<file path="src/rtl/div_pkg.sv">
// Shared encodings and constants for the iterative divider.
// Optional early-out build is selected with DIV_EARLY_OUT_EN (see iterative_divider).
package div_pkg;

  localparam int unsigned XLEN_DEFAULT  = 32;
  localparam int unsigned CNT_W_DEFAULT = 6;

  typedef enum logic [1:0] {
    OP_DIV  = 2'b00,
    OP_DIVU = 2'b01,
    OP_REM  = 2'b10,
    OP_REMU = 2'b11
  } op_e;

  typedef enum logic [1:0] {
    IDLE,
    CALC,
    DONE
  } state_e;

  localparam logic [XLEN_DEFAULT-1:0] INT_MIN  = {1'b1, {(XLEN_DEFAULT-1){1'b0}}};
  localparam logic [XLEN_DEFAULT-1:0] ALL_ONES = {XLEN_DEFAULT{1'b1}};

endpackage

</file>
<file path="src/rtl/div_step.sv">
// One radix-2 restoring iteration on unsigned magnitudes.
module div_step #(
  parameter int unsigned XLEN = 32
) (
  input  logic [XLEN-1:0] rem,
  input  logic [XLEN-1:0] quo,
  input  logic [XLEN-1:0] divisor,
  output logic [XLEN-1:0] rem_next,
  output logic [XLEN-1:0] quo_next
);

  logic [XLEN:0] rem_sh;
  logic [XLEN:0] trial;
  logic          neg;

  // rem < divisor holds between steps, so XLEN+1 bits suffice to read the sign of trial.
  always_comb begin
    rem_sh   = {rem, quo[XLEN-1]};
    trial    = rem_sh - {1'b0, divisor};
    neg      = trial[XLEN];
    rem_next = neg ? rem_sh[XLEN-1:0] : trial[XLEN-1:0];
    quo_next = {quo[XLEN-2:0], ~neg};
  end

endmodule

</file>
<file path="src/rtl/iterative_divider.sv">
// Multi-cycle RV32M DIV/DIVU/REM/REMU unit with valid/ready request and response channels.
// Define DIV_EARLY_OUT_EN to skip iteration for divisor 0, divisor 1 and signed overflow.
module iterative_divider
  import div_pkg::*;
#(
  parameter int unsigned XLEN  = XLEN_DEFAULT,
  parameter int unsigned CNT_W = CNT_W_DEFAULT
) (
  input  logic            clk,
  input  logic            rst_n,
  input  logic            req_valid,
  output logic            req_ready,
  input  logic [1:0]      op,
  input  logic [XLEN-1:0] dividend,
  input  logic [XLEN-1:0] divisor,
  input  logic            flush,
  output logic            rsp_valid,
  input  logic            rsp_ready,
  output logic [XLEN-1:0] result,
  output logic            busy
);

  state_e            state_q, state_d;
  logic [XLEN-1:0]   rem_q, rem_d, quo_q, quo_d, dsr_q, dsr_d, result_q, result_d;
  logic [CNT_W-1:0]  cnt_q, cnt_d;
  logic              sel_rem_q, sel_rem_d, q_neg_q, q_neg_d, r_neg_q, r_neg_d;
  logic              div0_q, div0_d, init_q;
`ifdef DIV_EARLY_OUT_EN
  logic              skip_q, skip_d;
`endif

  logic              is_signed, a_neg, b_neg;
  logic [XLEN-1:0]   a_mag, b_mag, rem_step, quo_step, quo_fix, rem_fix;

  assign is_signed = ~op[0];
  assign a_neg     = is_signed & dividend[XLEN-1];
  assign b_neg     = is_signed & divisor[XLEN-1];
  assign a_mag     = a_neg ? -dividend : dividend;
  assign b_mag     = b_neg ? -divisor : divisor;

  // Divide-by-zero quotient is all ones regardless of operand signs.
  assign quo_fix = div0_q ? {XLEN{1'b1}} : (q_neg_q ? -quo_q : quo_q);
  assign rem_fix = r_neg_q ? -rem_q : rem_q;

  div_step #(
    .XLEN(XLEN)
  ) u_step (
    .rem     (rem_q),
    .quo     (quo_q),
    .divisor (dsr_q),
    .rem_next(rem_step),
    .quo_next(quo_step)
  );

  always_comb begin
    state_d   = state_q;
    rem_d     = rem_q;
    quo_d     = quo_q;
    dsr_d     = dsr_q;
    cnt_d     = cnt_q;
    result_d  = result_q;
    sel_rem_d = sel_rem_q;
    q_neg_d   = q_neg_q;
    r_neg_d   = r_neg_q;
    div0_d    = div0_q;
`ifdef DIV_EARLY_OUT_EN
    skip_d    = skip_q;
`endif
    unique case (state_q)
      IDLE: begin
        if (req_valid && init_q && !flush) begin
          state_d   = CALC;
          cnt_d     = '0;
          rem_d     = '0;
          quo_d     = a_mag;
          dsr_d     = b_mag;
          sel_rem_d = op[1];
          q_neg_d   = is_signed & (dividend[XLEN-1] ^ divisor[XLEN-1]);
          r_neg_d   = a_neg;
          div0_d    = (divisor == '0);
`ifdef DIV_EARLY_OUT_EN
          skip_d    = (divisor == '0) || (divisor == XLEN'(1)) ||
                      (is_signed && dividend == {1'b1, {(XLEN-1){1'b0}}} && divisor == '1);
`endif
        end
      end
      CALC: begin
        if (flush) begin
          state_d = IDLE;
          cnt_d   = '0;
        end else if (cnt_q == CNT_W'(XLEN)) begin
          state_d  = DONE;
          cnt_d    = '0;
          result_d = sel_rem_q ? rem_fix : quo_fix;
`ifdef DIV_EARLY_OUT_EN
        end else if (skip_q) begin
          // quo already holds |dividend|; only the remainder needs setting.
          skip_d = 1'b0;
          rem_d  = div0_q ? quo_q : '0;
          cnt_d  = CNT_W'(XLEN);
`endif
        end else begin
          rem_d = rem_step;
          quo_d = quo_step;
          cnt_d = cnt_q + CNT_W'(1);
        end
      end
      DONE: begin
        if (flush || rsp_ready) state_d = IDLE;
      end
      default: state_d = IDLE;
    endcase
  end

  always_ff @(posedge clk or negedge rst_n) begin
    if (!rst_n) begin
      state_q   <= IDLE;
      rem_q     <= '0;
      quo_q     <= '0;
      dsr_q     <= '0;
      cnt_q     <= '0;
      result_q  <= '0;
      sel_rem_q <= 1'b0;
      q_neg_q   <= 1'b0;
      r_neg_q   <= 1'b0;
      div0_q    <= 1'b0;
      init_q    <= 1'b0;
`ifdef DIV_EARLY_OUT_EN
      skip_q    <= 1'b0;
`endif
    end else begin
      state_q   <= state_d;
      rem_q     <= rem_d;
      quo_q     <= quo_d;
      dsr_q     <= dsr_d;
      cnt_q     <= cnt_d;
      result_q  <= result_d;
      sel_rem_q <= sel_rem_d;
      q_neg_q   <= q_neg_d;
      r_neg_q   <= r_neg_d;
      div0_q    <= div0_d;
      init_q    <= 1'b1;
`ifdef DIV_EARLY_OUT_EN
      skip_q    <= skip_d;
`endif
    end
  end

  assign req_ready = (state_q == IDLE) && init_q;
  assign rsp_valid = (state_q == DONE);
  assign busy      = (state_q == CALC) || (state_q == DONE);
  assign result    = result_q;

endmodule

</file>
<file path="config.mk">
export PLATFORM = sky130hd
export DESIGN_NAME = iterative_divider
export DESIGN_NICKNAME = d
export VERILOG_FILES = /design/src/rtl/div_pkg.sv /design/src/rtl/div_step.sv /design/src/rtl/iterative_divider.sv
export SDC_FILE = /design/constraint.sdc
export NUM_CORES = 1
export LEC_CHECK = 0
export ABC_CLOCK_PERIOD_IN_PS = 8700
export CORE_UTILIZATION = 60
export CTS_CLUSTER_DIAMETER = 60
export CTS_CLUSTER_SIZE = 14
export DETAILED_ROUTE_END_ITERATION = 6
export PLACE_DENSITY = 0.82
export SETUP_SLACK_MARGIN = 0.3
export SLEW_MARGIN = 0
export SYNTH_ARGS = -nofsm -noshare
export SYNTH_HDL_FRONTEND = slang
export SYNTH_HIERARCHICAL = 1
export SYNTH_SLANG_ARGS = --single-unit
</file>
<file path="constraint.sdc">
create_clock -name clk -period 8.7 [get_ports clk]
set_input_delay 1.74 -clock clk [delete_from_list [all_inputs] [get_ports clk]]
set_output_delay 1.74 -clock clk [all_outputs]
set_load 0.01 [all_outputs]
</file>
---- After elaboration in Yosys (flattened, before gate mapping) ----
Cells that the tools add are included.
Widths: inputs -> output; s select.
storage, ports and cells
  bits in registers ....................... 141
  latch bits .............................. 0
  bits in writable memories ............... 0
  memory bits (read-only) ................. 0
  input bits .............................. 71
  word-level logic and storage cells ...... 70
  memories kept ........................... 0
operators by class
  add/subtract/negate cells ............... 6
  multiply operators ...................... 0
  divide/modulo/power cells ............... 0
  $lt $le $gt $ge ......................... 0
  equal/unequal tests ..................... 8
  shifts and indexed selects .............. 0
  muxes and demuxes ....................... 24
  bitwise operators ....................... 7
  reduce and logical (&&, ||, !) cells .... 14
operators with widths
  kind                 number
  $mux 32              13
  $neg 32->32          4
  $pmux 32 s2          2
  $sub 33x32->33       1
  $logic_not 32->1     1
  $mux 6               3
  $pmux 6 s2           1
  $mux 2               4
  $add 6x1->6 const B  1
  $eq 6x6->1 const B   1
  $ne 2x2->1 const B   3
  $pmux 2 s3           1
  $reduce_and 3->1     2
  $reduce_and 2->1     2
  $reduce_and 4->1     1
  $and 1x1->1          3
  $logic_and 1x1->1    3
  $ne 3x3->1 const B   1
  $not 1->1            3
  $eq 2x1->1 const B   1
  $eq 2x2->1 const B   1
  $logic_not 2->1      1
  $logic_or 1x1->1     2
  $ne 2x1->1 const B   1
  other kinds (3)      3

---- Longest topological paths before layout ----
  depth in word-level cells ............... 5
  depth in mapped cells ................... 15

---- Hierarchy ----
The synthesis kept the hierarchy.
modules (own cells, without submodules)
  module             instances  cells an instance  area each (um2)
  iterative_divider  1          996                8697.1
  div_step           1          342                2488.6

---- Worst setup path after synthesis ----
No wires, ideal clock.
  kind .................................... in2reg
  start ................................... input port dividend[20]
  end ..................................... register quo_q[24]
  setup time .............................. 122 ps
  data arrival time ....................... 3654 ps
  required time ........................... 8578 ps
  path slack .............................. 4925 ps
  stages on the path ...................... 5
  buffers on the path ..................... 0
  cells stage by stage .................... or4_1 or4_1 or3_1 or3_1 a32o_1
on the way
  longest elaborated chain between the ends .. 4
ends and longest elaborated chain
  element               RTL line                  RTL
  start, declared       iterative_divider.sv:14   input logic [XLEN-1:0] dividend,
  $neg 32->32           iterative_divider.sv:38   assign a_mag = a_neg ? -dividend : dividend;
  $mux 32               iterative_divider.sv:38
  $mux 32               iterative_divider.sv:71   if (req_valid && init_q && !flush) begin
  $pmux 32 s2           iterative_divider.sv:69   unique case (state_q)
  end signal, assigned  iterative_divider.sv:134  quo_q <= quo_d;
  end, declared         iterative_divider.sv:24   logic [XLEN-1:0] rem_q, rem_d, quo_q, quo_d, dsr_q, dsr_d, result_q, result_d;
Every way passes these cells. The select of a mux whose other input is x is not followed.
A chain may end at the register's enable or synchronous reset.

---- Worst setup path after layout ----
  start ................................... register quo_q[31]
  end ..................................... register rem_q[18]
on the way
  longest elaborated chain between the ends .. 5
ends and longest elaborated chain
  element               RTL line                  RTL
  $sub 33x32->33        div_step.sv:19            trial = rem_sh - {1'b0, divisor};
  $mux 32               div_step.sv:21            rem_next = neg ? rem_sh[XLEN-1:0] : trial[XLEN-1:0];
  net rem_step[18]      iterative_divider.sv:33   logic [XLEN-1:0] a_mag, b_mag, rem_step, quo_step, quo_fix, rem_fix;
  $mux 32               iterative_divider.sv:91   end else if (cnt_q == CNT_W'(XLEN)) begin
  $mux 32               iterative_divider.sv:88   if (flush) begin
  $pmux 32 s2           iterative_divider.sv:69
  end signal, assigned  iterative_divider.sv:133  rem_q <= rem_d;
  end, declared         iterative_divider.sv:24
The timed path passes the listed nets, and every way through them passes these cells. The select of a mux whose other input is x is not followed.

==> flow_summary.yaml <==
outcome:
  outcome: "finished with violations"
  violations: "DRC"
timing:
  hold_viol: 0
  fin_worst_skew_ps: 7.94
  timing.final.crit_period_ps: 4410
  timing.fmax_mhz: 227
  finalSetupViolCount: 0
  max-slew-margin-rel: 0.337
  rsz0062_at_grt: "false"
  drv_slew: 0
  worst_pin_slew_ps: 985
  finalCritPeriodShare: 0.507
  setup_tns_ps: 0
routing:
  via_per_inst: 6.48
  wl_um: 29400
  remaining_drc_errors: 11
  drt_first_pass_iters: 7
  drtIter0Drc: 1106
  route.detailed.wl_per_inst_um: 18.3
  antenna_left: 0
  via_count: 10440
cells_and_area:
  nets: 1482
  area_growth_pct: 13.2
  final-seq-area_mm2: 0.00353
  drive_gt1_frac: 0.0651
  final_util: 0.698
  nFillCells: 1482
  diodes: 0
  multi_input_area_mm2: 0.00691
grt:
  grt_overflow: 0
  use_met3: 0.0445
  first_global_vias: 9917
  busiest_layer: "met2"
  grt_max_degree: 95
  met2_usage: 0.516
  grt_util_all_layers: 0.310
  antenna_found_initial: 0
  grt_use_met1: 0.414
  grt_pass1_wl_um: 48300
setup_path:
  start_kind: "register"
  worstSetupPathType: "register to register"
  crit_slowest_cell: "dfrtp_1"
  path_cells: "inv_1 > ha_1 > fa_1 > and2b_1 > o2111ai_1 > a21oi_2 > o2111ai_1 > a211oi_2 > nor2_2 > mux2i_1 > buf_4 > and2_4 > inv_2 > mux2_4 > a22o_1"
  cpMostUsedCell: "o2111ai_1"
  cp-end-kind: "register"
  crit_required_ps: 9000
  crit_arrival_ps: 4710
  crit_fanout: 22
  cpPeakStageDelay_ps: 550
logic_synthesis:
  synth.cell_area_mm2: 0.0112
  synth.most_common_cell: "dfrtp_1"
  synth_edf_count: 0
  yosysSeqAreaShare: 0.315
  yosysWarnings: 6
  netlist.area_leader.share: 0.315
  synth.net_count: 1451
  synth-main-ff-cell: "dfrtp_1"
  ys_ff_latch: 141
  async_reset_ff_frac: 1.00
  syn_avg_cell_area_um2: 8.36
  synth_cell_type_count: 81
  synthCells: 1338
  netlist_top_cells_area: "dfrtp_1 32%, o21ai_0 5.1%, xnor2_1 4.8%, xor2_1 4.7%, ha_1 4.6%"
  yosys.area.top_type: "dfrtp_1"
  synthTopCellsByCount: "141 x dfrtp_1, 127 x nand2_1, 113 x o21ai_0"
power:
  p_per_area_mw_per_mm2: 372
  vdd.ir_drop.worst_mv: 0.234
  power.switching_mw: 2.27
  clkPwrFrac: 0.145
  p_seq_frac: 0.238
  switching_share: 0.481
  intPower_mw: 2.44
  comb_power_share: 0.617
  power_leakage_nw: 5.47
floorplanning:
  coreArea_mm2: 0.0181
  die_h_um: 139
  initial_core_util: 0.616
  fp-row-count: 49
  die-area_mm2: 0.0192
  pin_count: 106
  die_width_um: 139
clocking:
  cts_tree: "done"
  ctsRootBufferMaster: "clkbuf_16"
  htree_num_levels: 4
  cts_resized: 0
  cts.path.max_buffers: 2
  cts_hold_buf: 0
  cts_buffers: 17
  clkTransAtPathRegs_ps: 60
  clk_latency_ps: 430
  clkSinkCount: 141
  cts_setup_buffers: 0
placed_design:
  finalWeightedCongestion: 0.908
  portBuffers: 105
  hpwl_um: 21000
job:
  maxCapViolCount: 0
hold_path:
  min_path_type: "register to register"
layout by cell type, fill, tap and decap left out, types with 25 or more instances in the layout:
cell / instances
nand3_1: 30
a22o_1: 35
a21oi_1: 86
xnor2_1: 61
xor2_1: 60
o31ai_1: 25
nand2_1: 127
nor2_1: 72
inv_1: 55
clkdlybuf4s50_1: 104
nor3_1: 35
dfrtp_1: 141
or3_1: 25
o21ai_0: 113
a21o_1: 28
ha_1: 41
flip-flops by register name, indices dropped and copies added, names as in the netlist:
name       flops
div0_q         1
init_q         1
dsr_q         32
result        32
r_neg_q        1
cnt_q          6
quo_q         32
sel_rem_q      1
rem_q         32
state_q        2
q_neg_q        1
metrics by stage:
stage          area [um^2]  hold slack, ps  power (mW)  cells  worst slack [ps]
2_1_floorplan        11200             450        3.38   1338              4920
3_3_place_gp         12100             459        3.86   1579              4080
3_5_place_dp         12100             465        3.92   1579              3950
4_1_cts              12700             478        4.64   1611              4340
5_1_grt              12700             501        5.04   1611              4090
6_report             12700             472        4.71   1611              4290
critical path: cells and delay by family (launching register included):
family          cells  cell delay [ps]
simple gates        3              560
flops               1              550
mux                 2              490
buf+inv             3              820
fa+ha+maj           2              620
compound gates      5             1210
per-layer routing:
metal,wire [um],part of all wire,vias to the layer above
li1,-,-,4924
met1,12900,0.44,5022
met2,14000,0.48,433
met3,1860,0.063,61
met4,641,0.022,0
met5,0,0,-
worst paths after layout:
check	start	end	slack (ps)	depth (start not counted)
worst max-delay path	quo_q[31]	rem_q[18]	4290	15
worst min-delay path	result[8]	result[8]	470	1
worst max register to register	quo_q[31]	rem_q[18]	4290	15
worst min register to register	result[8]	result[8]	470	1
max in group asynchronous	rst_n	quo_q[24]	5980	2
min in group asynchronous	rst_n	dsr_q[4]	1310	1
cell families (layout without fill, tap and decap cells):
kind of cell | after synthesis | in the layout | share of synthesized area
compound gates | 430 | 430 | 0.254
xor+xnor | 121 | 121 | 0.0947
fa+ha+maj | 42 | 42 | 0.0477
buf+inv | 166 | 210 | 0.0677
flops | 141 | 141 | 0.315
mux | 34 | 34 | 0.0395
other cells | 1 | 1 | 0.000335
simple gates | 403 | 403 | 0.181
area by class of cell:
cell class | instances | area share
Multi-Input combinational cell | 1031 | 0.546
Tap cell | 229 | 0.0226
Clock inverter | 12 | 0.00761
Timing Repair Buffer | 120 | 0.0920
Inverter | 58 | 0.0172
Sequential cell | 141 | 0.279
Clock buffer | 20 | 0.0361
power groups by stage:
stage               clock (mW)  sequential, mW  combinational, mW
global route             0.718            1.15               3.18
global placement             0            1.12               2.74
CTS                      0.689            1.11               2.84
finish                   0.682            1.12               2.91
floorplan                    0            1.03               2.36
detailed placement           0            1.12               2.80
Note: power is estimated with default switching activity, not from simulation.
